## src/rtl/mem_port_arbiter.sv

```systemverilog
// Two-requester arbiter/sequencer for the unified memory port: IDLE -> ISSUE -> WAIT -> RESP.
// Define MEM_ARB_RR_EN for round-robin arbitration; default build is strict core-first priority.
module mem_port_arbiter #(
  parameter int AW      = 32,
  parameter int DW      = 32,
  parameter int LATENCY = 1
) (
  input  logic          clk,
  input  logic          reset,
  input  logic          c_req,
  input  logic          c_we,
  input  logic [AW-1:0] c_addr,
  input  logic [DW-1:0] c_wdata,
  output logic          c_ack,
  input  logic          d_req,
  input  logic          d_we,
  input  logic [AW-1:0] d_addr,
  input  logic [DW-1:0] d_wdata,
  output logic          d_ack,
  output logic [DW-1:0] rdata,
  output logic          m_en,
  output logic          m_we,
  output logic [AW-1:0] m_addr,
  output logic [DW-1:0] m_wdata,
  input  logic [DW-1:0] m_rdata,
  output logic          busy,
  output logic          owner
);

  typedef enum logic [1:0] {
    IDLE  = 2'd0,
    ISSUE = 2'd1,
    WAIT  = 2'd2,
    RESP  = 2'd3
  } state_t;

  localparam logic [3:0] LAT_L = 4'(LATENCY);

  state_t     state, state_d;
  logic [3:0] cnt, cnt_d;
  logic       we_r;
  logic       grant;
  logic       pick;

  // NOTE: every variable written here gets a default first, so no path leaves it unassigned and no latch is inferred.
  always_comb begin
    state_d = state;
    cnt_d   = cnt;
    grant   = 1'b0;
`ifdef MEM_ARB_RR_EN
    // On a tie the pointer hands the grant to whoever did not win last time.
    if (c_req && d_req) pick = ~owner;
    else                pick = d_req;
`else
    pick = ~c_req;
`endif
    unique case (state)
      IDLE: begin
        if (c_req || d_req) begin
          grant   = 1'b1;
          state_d = ISSUE;
        end
      end
      ISSUE: begin
        cnt_d   = LAT_L;
        state_d = WAIT;
      end
      WAIT: begin
        cnt_d = cnt - 4'd1;
        if (cnt == 4'd1) state_d = RESP;
      end
      RESP:    state_d = IDLE;
      default: state_d = IDLE;
    endcase
  end

  // NOTE: sequential state uses non-blocking assignments so every register samples pre-edge values.
  always_ff @(posedge clk or posedge reset) begin
    if (reset) begin
      state <= IDLE;
      cnt   <= 4'd0;
    end else begin
      state <= state_d;
      cnt   <= cnt_d;
    end
  end

  always_ff @(posedge clk or posedge reset) begin
    if (reset) begin
      we_r    <= 1'b0;
      owner   <= 1'b1;
      m_en    <= 1'b0;
      m_we    <= 1'b0;
      m_addr  <= '0;
      m_wdata <= '0;
      rdata   <= '0;
      c_ack   <= 1'b0;
      d_ack   <= 1'b0;
      busy    <= 1'b0;
    end else begin
      m_en  <= 1'b0;
      m_we  <= 1'b0;
      c_ack <= 1'b0;
      d_ack <= 1'b0;
      busy  <= (state_d != IDLE);
      if (grant) begin
        // The winner's fields go straight into the port registers so ISSUE drives them with no extra stage.
        owner   <= pick;
        we_r    <= pick ? d_we : c_we;
        m_en    <= 1'b1;
        m_we    <= pick ? d_we : c_we;
        m_addr  <= pick ? d_addr : c_addr;
        m_wdata <= pick ? d_wdata : c_wdata;
      end
      if (state == WAIT && cnt == 4'd1) begin
        if (!we_r) rdata <= m_rdata;
        if (owner) d_ack <= 1'b1;
        else       c_ack <= 1'b1;
      end
    end
  end

endmodule

```

## config.mk

```make
export PLATFORM = sky130hd
export DESIGN_NAME = mem_port_arbiter
export DESIGN_NICKNAME = d
export VERILOG_FILES = /design/src/rtl/mem_port_arbiter.sv
export SDC_FILE = /design/constraint.sdc
export NUM_CORES = 1
export LEC_CHECK = 0
export CAP_MARGIN = 15
export CORE_MARGIN = 2
export CORE_UTILIZATION = 35
export CTS_BUF_LIST = sky130_fd_sc_hd__clkbuf_4 sky130_fd_sc_hd__clkbuf_8
export CTS_CLUSTER_DIAMETER = 30
export DETAILED_ROUTE_END_ITERATION = 12
export GPL_ROUTABILITY_DRIVEN = 0
export PLACE_DENSITY = 0.84
export SYNTH_ARGS = -nofsm -noshare
export SYNTH_HDL_FRONTEND = slang
export SYNTH_SLANG_ARGS = --single-unit
```

## constraint.sdc

```tcl
create_clock -name clk -period 6.88 [get_ports clk]
set_input_delay 1.032 -clock clk [delete_from_list [all_inputs] [get_ports clk]]
set_output_delay 1.032 -clock clk [all_outputs]
set_load 0.01 [all_outputs]
```

Word-level counts from Yosys, hierarchy flattened
Index checks and enable logic that the tools add are counted.
- add/sub/neg operators: 1
- multiply operators: 0
- divide/modulo/power cells: 0
- order comparisons: 0
- equality and inequality tests: 4
- shift-type cells: 0
- multiplexer cells: 15
- bitwise operators: 2
- reduce and logical (&&, ||, !) cells: 6
- operator list (cell ; number):
    32-bit two-way mux ; 2
    1-bit two-way mux ; 9
    2-bit case mux with 4 select lines ; 1
    4-bit case mux with 2 select lines ; 1
    2-bit == test, second input constant ; 2
    4-bit by 1-bit == test with 1-bit output, second input constant ; 1
    2-bit two-way mux ; 2
    2-bit nonzero test ; 2
    4-bit by 1-bit subtractor with 4-bit output, second input constant ; 1
    2-bit by 1-bit == test with 1-bit output, second input constant ; 1
    2-bit zero test ; 1
    1-bit NOT ; 2
    2-bit AND reduction ; 1
    1-bit logical AND ; 1
    1-bit logical OR ; 1
- flip-flop bits (word level): 109
- bits in latches: 0
- bits in writable memories: 0
- bits in read-only memories: 0
- input port bits: 166
- output and inout bits: 102
- logic and storage cells: 40
- memories: 0

Longest topological paths before layout
- word-level depth: 4
- gate-level depth with buffers: 7

Least setup slack after synthesis
No wires, ideal clock.
- path type: input-to-reg
- start: input c_req
- end: register m_wdata[12]
- arrival time: 1810 ps
- slack: 4942 ps
- cell stages on the path: 5
- path buffers: 3
- cell sequence: buf_2 -> o21ai_2 -> buf_4 -> buf_2 -> o21ai_0
- word-level cells in the longest chain between the ends: 3
- elaborated cells between the ends (all ways): 4
- classes of those cells: 3 x mux; 1 x reduce/logical
- RTL lines (element ; RTL line ; text):
    start, declared ; 10 ; input logic c_req,
    1-bit logical OR ; 59 ; if (c_req || d_req) begin
    1-bit two-way mux ; 59 ;
    1-bit two-way mux ; 57 ; unique case (state)
    end signal, assigned ; 113 ; m_wdata <= pick ? d_wdata : c_wdata;
    end, declared ; 24 ; output logic [DW-1:0] m_wdata,
Several ways; a longest one is shown, not always the timed one.
A chain may end at the register's enable or synchronous reset.

Final worst setup path
- start: input d_req
- end: register we_r
- word-level cells in the longest chain between the ends: 3
- RTL lines (element ; RTL line ; text):
    start, declared ; 15 ; input logic d_req,
    1-bit logical OR ; 59 ;
    1-bit two-way mux ; 59 ;
    1-bit two-way mux ; 57 ;
    end signal, assigned ; 109 ; we_r <= pick ? d_we : c_we;
    end, declared ; 41 ; logic we_r;
Every way passes these cells.

==> metrics.yaml <==
rsz0062_at_grt: "no"
drc: 0
synthMuxAreaShare_pct: 21.6
routed_via_density: 4.61
syn_inst: 397
power.leakage_nw: 3.36
hold_class: "flop to flop"
clock_latency_ps: 360
fin_crit_sh_pct: 38.1
slew_violations: 0
nFillCells: 1067
drtIter0Drc: 127
placed_area_um2: 7500
hold_viol: 0
post-route-min-period_ps: 2620
grt_pass1_vias: 3902
required_ps: 7130
hpwlAfterDp_mm: 9.66
cts_setup_buffers: 0
drt_pass1_iterations: 4
drive_gt1_share_pct: 7.75
fin_area_um2: 7710
synth_top_family_by_area: "multiplexers"
num_vias: 3848
synth-simple-area-share_pct: 7.41
synthToLayoutAreaGrowth_pct: 63.1
track_usage_pct: 16.9
worstMarginPinSlew_ps: 1090
synth_fa_ha_area_share_pct: 1.32
p_total_w: 0.00298
cap_violations: 0
grt-ovfl-total: 0
maxSlewHeadroom_pct: 27.1
die_y_um: 120
status: "complete, no violations"
synth_area_per_cell_um2: 11.9
path_max_fanout: 133
power_density_nw_per_um2: 387
fin_cells: 835
cts.clk_slew.worst_paths_ps: 100
register_area_um2: 2730
end_kind: "flop"
tns_ps: 0
post_cts_resized: 0
io_buffers: 267
io_pins: 268
rows: 42
dp_cells: 818
synth-xor-area-share_pct: 0
startpoint_type: "input port"
wl_mm: 12.3
wl_per_cell_um: 14.7
clock_skew_ps: 11.7
yosysWarnings: 0
clkSinkCount: 109
cts_buffers: 9
ctsRootBufferMaster: "clkbuf_8"
setup_viol_count_final: 0
core_um2: 13200
max_freq_mhz: 382
utilization_pct: 58.5
path_class: "input port to flop"
arrival_ps: 2870
ant_nets: 0
cts.path.max_buffers: 2
postCtsHoldBufs: 0
synth_fp_nets: 568
seq_area_frac_synth_pct: 57.7
multiInputGateArea_um2: 1820
tritoncts: "built"
finalNetCount: 824
initial_utilization_pct: 35.8
synth_compound_area_share_pct: 8.05
vdd_drop_max_uv: 154
grt_start_max_net_pins: 134
yosys_register_bits: 109
netlist_area_um2: 4730
die_w_um: 120
die_area_um2: 14400
ys_types: 29
grt_pass1_wl_mm: 19.2
cts.htree.levels: 3
antenna_found_initial: 1
critical path, cell delays in order:
cell             delay, ps
clkdlybuf4s50_1        450
o21ai_4                130
buf_4                  770
nor2_1                 160
a21o_1                 200
metal layers:
metal / global-route usage [%] / vias to the layer above / part of all wire [%]
met1: 20.1 / 1790 / 40
met3: 5.42 / 7 / 9.3
li1: - / 1870 / -
met4: 4.56 / 0 / 1.2
met5: 0 / - / 0
met2: 29.5 / 181 / 50
per-stage QoR:
step           hold slack [ps]  setup WS, ps
5_1_grt                    509          4110
6_report                   484          4260
3_5_place_dp               469          3900
3_3_place_gp               461          3960
4_1_cts                    492          4310
2_1_floorplan              496          2980
logic make-up (layout without fill, tap and decap cells):
| group | count (synthesis) | count (layout) |
|---|---|---|
| flops | 109 | 109 |
| mux | 98 | 98 |
| compound gates | 73 | 73 |
| simple gates | 79 | 79 |
| other cells | 0 | 1 |
| fa+ha+maj | 5 | 5 |
| buf+inv | 33 | 294 |
report_power, final:
group          internal (W)  switching (W)
Sequential         0.000958       0.000167
Clock              0.000174       0.000220
Combinational      0.000831       0.000633
Total               0.00196        0.00102
worst paths after layout:
path / startpoint / slack [ps] / to / depth (start not counted)
setup / recovery: d_req / 4260 / we_r$_DFFE_PP0P_ / 5
hold / removal: m_addr[20]$_DFFE_PP0P_ / 480 / m_addr[20]$_DFFE_PP0P_ / 2
setup reg to reg: state[0]$_DFF_PP0_ / 4680 / rdata[3]$_DFFE_PP0P_ / 5
hold reg to reg: m_addr[20]$_DFFE_PP0P_ / 480 / m_addr[20]$_DFFE_PP0P_ / 2
max in group asynchronous: reset / 4620 / rdata[21]$_DFFE_PP0P_ / 3
min in group asynchronous: reset / 1110 / rdata[14]$_DFFE_PP0P_ / 2
layout make-up:
type	count	area share [%]
clock buffers	9	1.61
diodes	1	0.0325
well taps	176	2.86
inverters	8	0.422
multi-input cells	255	23.6
clock inverters	7	1.12
flip-flops and latches	109	35.4
repair buffers	270	34.9
state kept, by name (all words and copies together), names as in the netlist, 2 cells and up:
register	flops
state	2
m_wdata	32
m_addr	32
rdata	32
cnt	4
synth_stat cells:
cell       number  area [um^2]
o311ai_0        1         8.76
or4b_1          1         10.0
or2b_1          1         7.51
nand3_1         1         5.00
inv_1           8         30.0
buf_4           6         45.0
nor2_1          4         15.0
dfrtp_1       108         2700
o21ai_0        62          310
dfstp_2         1         26.3
buf_2          10         50.1
ha_1            5         62.6
clkbuf_1        6         22.5
mux2i_1        65          651
o21ai_1         6         30.0
o2bb2ai_1       1         8.76
or2_1           1         6.26
o21ai_2         1         8.76
mux2_2         26          293
nand2b_1        1         6.26
nand4bb_4       1         27.5
or3_1           1         6.26
nand2_1        66          248
mux2_1          7         78.8
nor2_4          1         11.3
nand3b_1        1         7.51
buf_6           3         33.8
a21o_1          1         7.51
a31oi_1         1         6.26
placed cells by master, fill, tap and decap left out, drive strengths merged, types with 9 or more instances in the layout:
master	instances
clkbuf	9
clkdlybuf4s50	266
dfrtp	108
inv	9
mux2	33
mux2i	65
nand2	66
o21ai	69
Power figures use the tool's default switching activity.
